$ cat src/rtl/multicycle_control.sv
// Multicycle RV32I main control: instruction-sequencing FSM plus decode of
// datapath selects, write enables, ALU operation and immediate format.
module multicycle_control (
    input  logic       clk,
    input  logic       reset,
    input  logic [6:0] op,
    input  logic [2:0] funct3,
    input  logic       funct7b5,
    input  logic       Zero,
    output logic       PCWrite,
    output logic       AdrSrc,
    output logic       MemWrite,
    output logic       IRWrite,
    output logic [1:0] ResultSrc,
    output logic [1:0] ALUSrcA,
    output logic [1:0] ALUSrcB,
    output logic [2:0] ALUControl,
    output logic       RegWrite,
    output logic [2:0] ImmSrc,
    output logic       IllegalOp
);
    localparam logic [6:0] OP_LOAD  = 7'b0000011;
    localparam logic [6:0] OP_STORE = 7'b0100011;
    localparam logic [6:0] OP_RTYPE = 7'b0110011;
    localparam logic [6:0] OP_ITYPE = 7'b0010011;
    localparam logic [6:0] OP_BEQ   = 7'b1100011;
    localparam logic [6:0] OP_JAL   = 7'b1101111;
    localparam logic [6:0] OP_LUI   = 7'b0110111;

    localparam logic [2:0] ALU_ADD = 3'b000;
    localparam logic [2:0] ALU_SUB = 3'b001;
    localparam logic [2:0] ALU_AND = 3'b010;
    localparam logic [2:0] ALU_OR  = 3'b011;
    localparam logic [2:0] ALU_SLT = 3'b101;

    typedef enum logic [3:0] {
        FETCH    = 4'd0,
        DECODE   = 4'd1,
        MEMADR   = 4'd2,
        MEMREAD  = 4'd3,
        MEMWB    = 4'd4,
        MEMWRITE = 4'd5,
        EXECUTER = 4'd6,
        EXECUTEI = 4'd7,
        ALUWB    = 4'd8,
        BEQ      = 4'd9,
        JAL      = 4'd10,
        LUI      = 4'd11
    } state_t;

    state_t     state, state_next;
    logic       pc_write, mem_write, ir_write, reg_write, illegal;
    logic [2:0] alu_decoded;

    always_ff @(posedge clk) begin
        // NOTE: non-blocking so the register samples the pre-edge next-state value.
        if (reset) state <= FETCH;
        else       state <= state_next;
    end

    always_comb begin
        alu_decoded = ALU_ADD;
        case (funct3)
            3'b000:  if (op[5] && funct7b5) alu_decoded = ALU_SUB;
            3'b010:  alu_decoded = ALU_SLT;
            3'b110:  alu_decoded = ALU_OR;
            3'b111:  alu_decoded = ALU_AND;
            default: alu_decoded = ALU_ADD;
        endcase
    end

    always_comb begin
        ImmSrc = 3'b000;
        case (op)
            OP_STORE: ImmSrc = 3'b001;
            OP_BEQ:   ImmSrc = 3'b010;
            OP_JAL:   ImmSrc = 3'b011;
            OP_LUI:   ImmSrc = 3'b100;
            default:  ImmSrc = 3'b000;
        endcase
    end

    always_comb begin
        // NOTE: every output is given a default first so no path can infer a latch.
        state_next = FETCH;
        pc_write   = 1'b0;
        AdrSrc     = 1'b0;
        mem_write  = 1'b0;
        ir_write   = 1'b0;
        ResultSrc  = 2'b00;
        ALUSrcA    = 2'b00;
        ALUSrcB    = 2'b00;
        ALUControl = ALU_ADD;
        reg_write  = 1'b0;
        illegal    = 1'b0;
        case (state)
            FETCH: begin
                ir_write   = 1'b1;
                ALUSrcB    = 2'b10;
                ResultSrc  = 2'b10;
                pc_write   = 1'b1;
                state_next = DECODE;
            end
            DECODE: begin
                ALUSrcA = 2'b01;
                ALUSrcB = 2'b01;
                case (op)
                    OP_LOAD, OP_STORE: state_next = MEMADR;
                    OP_RTYPE:          state_next = EXECUTER;
                    OP_ITYPE:          state_next = EXECUTEI;
                    OP_BEQ:            state_next = BEQ;
                    OP_JAL:            state_next = JAL;
                    OP_LUI:            state_next = LUI;
                    default: begin
                        illegal    = 1'b1;
                        state_next = FETCH;
                    end
                endcase
            end
            MEMADR: begin
                ALUSrcA    = 2'b10;
                ALUSrcB    = 2'b01;
                state_next = op[5] ? MEMWRITE : MEMREAD;
            end
            MEMREAD: begin
                AdrSrc     = 1'b1;
                state_next = MEMWB;
            end
            MEMWB: begin
                ResultSrc  = 2'b01;
                reg_write  = 1'b1;
                state_next = FETCH;
            end
            MEMWRITE: begin
                AdrSrc     = 1'b1;
                mem_write  = 1'b1;
                state_next = FETCH;
            end
            EXECUTER: begin
                ALUSrcA    = 2'b10;
                ALUControl = alu_decoded;
                state_next = ALUWB;
            end
            EXECUTEI: begin
                ALUSrcA    = 2'b10;
                ALUSrcB    = 2'b01;
                ALUControl = alu_decoded;
                state_next = ALUWB;
            end
            ALUWB: begin
                reg_write  = 1'b1;
                state_next = FETCH;
            end
            BEQ: begin
                ALUSrcA    = 2'b10;
                ALUControl = ALU_SUB;
                pc_write   = Zero;
                state_next = FETCH;
            end
            JAL: begin
                ALUSrcA    = 2'b01;
                ALUSrcB    = 2'b10;
                pc_write   = 1'b1;
                state_next = ALUWB;
            end
            LUI: begin
                ALUSrcA    = 2'b11;
                ALUSrcB    = 2'b01;
                state_next = ALUWB;
            end
            default: state_next = FETCH;
        endcase
    end

    // Reset overrides every enable so an interrupted write-back or store never commits.
    assign PCWrite   = pc_write  & ~reset;
    assign MemWrite  = mem_write & ~reset;
    assign IRWrite   = ir_write  & ~reset;
    assign RegWrite  = reg_write & ~reset;
    assign IllegalOp = illegal   & ~reset;
endmodule

$ cat config.mk
export PLATFORM = sky130hd
export DESIGN_NAME = multicycle_control
export DESIGN_NICKNAME = d
export VERILOG_FILES = /design/src/rtl/multicycle_control.sv
export SDC_FILE = /design/constraint.sdc
export NUM_CORES = 1
export LEC_CHECK = 0
export BUFFER_PORTS_ARGS = -buffer_cell sky130_fd_sc_hd__buf_2
export CORE_MARGIN = 3
export CORE_UTILIZATION = 44
export DETAILED_ROUTE_END_ITERATION = 16
export HOLD_SLACK_MARGIN = 0.12
export PLACE_DENSITY = 0.88
export SYNTH_ARGS = -nofsm -noshare
export SYNTH_HDL_FRONTEND = slang
export SYNTH_SLANG_ARGS = --single-unit
$ cat constraint.sdc
create_clock -name clk -period 1.8 [get_ports clk]
set_clock_uncertainty 0.1 [all_clocks]
set_input_delay 0.27 -clock clk [delete_from_list [all_inputs] [get_ports clk]]
set_output_delay 0.27 -clock clk [all_outputs]
set_load 0.01 [all_outputs]
==> metrics.yaml <==
vias: 777
dp_hpwl_mm: 1.390
outcome: "finished with violations"
critPathTopFamily: "simple AND/OR/NAND/NOR gates"
synthCells: 81
synth_top_area_cell: "dfxtp_1"
tightest_slew_ps: 330.0
final_common_cell: "buf_2"
ant_nets: 0
largest_reg_flops: 4
min_path_type: "in -> reg"
cp_slowest_cell: "or3_4"
gp_congestion: 0.8004
cts_made_buffers: 3
end_kind: "output port"
setup_viol: 1
r2r_cells: 4
numPortBuffers: 31
top_regs: "state x4"
grt_use_total: 0.1878
hold_end: "state[2]"
yosysSeqAreaShare: 0.1283
first_iter_violations: 31
grt_max_degree: 12
ctsRootBufferMaster: "clkbuf_4"
htreeDepth: 1
post-route-period-util: 1.001
clk_pin_slew_worst_paths_ps: 40
wl_mm: 1.853
io_pins: 32
grt_pass1_vias: 625
dp.cells: 123
powerDensity_nw_per_um2: 384.1
die_w_um: 43.67
dr.pass1.iters: 4
drive_above_1_share: 0.5263
min_path_cells: 3
syn_avg_cell_area_um2: 7.708
grt_pass1_wl_mm: 2.746
synth_top_area_frac: 0.1283
overflow: 0
ys_warn_count: 0
p_leak_uw: 0.0003849
dpl_cell_area_um2: 785.8
dieHeight_um: 43.67
most-common-layout-cells: "31 x buf_2, 6 x buf_4, 5 x nor2_1, 5 x nor3_1"
num-fill-cells: 97
drv_cap: 0
synth.area.top_cells: "dfxtp_1 13%, buf_2 4.8%, nor3_1 4.8%, and3b_1 4.2%, a211oi_2 4.0%"
irDropWorstVdd_v: 0.0002566
ys_types: 39
worst-path-max-fanout: 6
crit_type: "reg -> out"
cp.required_ps: 1430
regMostFlops: "state"
slew_headroom: 0.7769
nets: 130
design_area_um2: 854.6
ys_ff_latch: 4
crit_chain: "nor2b_4 -> or3_4 -> a211oi_2 -> buf_2"
post-route-min-period_ps: 1802
drcViolationCount: 0
drv_slew: 0
die_area_um2: 1907
synth_fp_nets: 95
rows: 12
synth_area_um2: 624.3
violations: "negative setup slack"
startpoint: "state[1]"
cts.sinks: 4
crit_path_start_kind: "flip-flop"
insertion_delay_ps: 240
timing.fmax_ghz: 0.5549
layout_setup_ws_ps: -2.093
antennaDiodeCount: 0
r2r_end: "state[1]"
min_from: "op[4]"
regToRegStartpoint: "state[0]"
core_area_um2: 1216
crit_buf_inv: 1
finalHoldViolCount: 0
hold_buffers: 0
vias_per_cell: 6.070
antenna_found_initial: 0
slowest_delay_ps: 370
cts_tree: "done"
syn_to_final_growth_pct: 36.87
start_util: 0.5134
rsz0062_at_grt: "true"
wire_per_inst_um: 14.48
clock_path_buffers: 2
critPathArrivalTime_ps: 1430
stdcell_count: 128
rrSetupSlack_ps: 290
## cells by family after synthesis
family | count (synthesis) | share of synthesized area
AO/OA/AOI/OAI | 18 | 0.2385
XOR/XNOR | 2 | 0.02806
buffers and inverters | 9 | 0.07816
flip-flops | 4 | 0.1283
multiplexers | 1 | 0.01803
AND/OR/NAND/NOR | 47 | 0.5090
## synthesized netlist by cell type
cell,count
nor2_1,5
or3_4,1
nand2_1,4
a211oi_2,2
nand4_1,2
dfxtp_1,4
nor4bb_1,1
nor3_1,6
nor2b_1,3
o21ai_1,2
o21bai_1,1
a32o_1,1
or3_1,1
a21oi_1,3
o32ai_2,1
o211ai_2,1
and4bb_2,2
nor4_1,2
a31oi_1,1
nand3_1,3
inv_1,2
and2_1,2
buf_2,6
and3b_1,3
o21ai_0,3
a21boi_1,1
nand2b_1,2
and2b_1,1
buf_6,1
nor4b_1,2
xnor2_1,2
o32ai_1,1
a221oi_2,1
or3b_1,1
mux2_2,1
nor3b_1,3
nor2b_4,1
and4_1,1
nor3b_2,1
## what timing repair did
action,in CTS,in global routing
endpoints found under the hold margin,0,0
setup endpoints to repair,5,5
setup buffers,0,2
resized for setup,4,7
## stage by stage
stage	TNS [ps]	power (uW)	hold WS (ps)	setup slack, ps	util
2_1_floorplan	0	162.0	334.3	320.9	-
3_3_place_gp	0	205.0	447.3	179.0	0.6461
3_5_place_dp	0	208.1	457.6	129.0	0.6461
4_1_cts	-6.361	328.8	281.7	-6.361	0.6698
5_1_grt	-135.5	351.1	305.4	-71.91	0.7027
6_report	-2.093	328.2	281.1	-2.093	0.7027
## power by group
group	total, uW	internal [uW]	switching [uW]	leakage (uW)
clock	118	75.1	43.4	0.0000138
combinational	116	54.6	61.1	0.000336
sequential	94.0	89.0	5.07	0.0000349
## area by class of cell
cell class | count | area [um^2] | share of cell area
Inverter | 2 | 7.507 | 0.008785
Sequential cell | 4 | 90.09 | 0.1054
Timing Repair Buffer | 37 | 200.2 | 0.2343
Tap cell | 14 | 17.52 | 0.02050
Clock buffer | 3 | 22.52 | 0.02635
Multi-Input combinational cell | 68 | 516.7 | 0.6047
## tightest hold or removal path: cells and delay by family
kind            cells  cell delay (ps)
compound gates      1               50
buf+inv             1              150
simple gates        1               90
## routing by layer
layer  track usage  vias to the layer above  wire [um]
met2        0.3285                       28        971
met1        0.2209                      365        764
met5             0                        -          0
met3       0.04979                        4        104
met4       0.05422                        0         12
li1              -                      380          -
## worst max-delay path by stage
stage / to / slack (ps) / cells past startpoint
floorplan: PCWrite / 320 / 4
detailed placement: PCWrite / 130 / 4
CTS: PCWrite / -6 / 4
finish: PCWrite / -2 / 4
global placement: PCWrite / 180 / 4
global route: PCWrite / -70 / 4
Power figures use the tool's default switching activity.
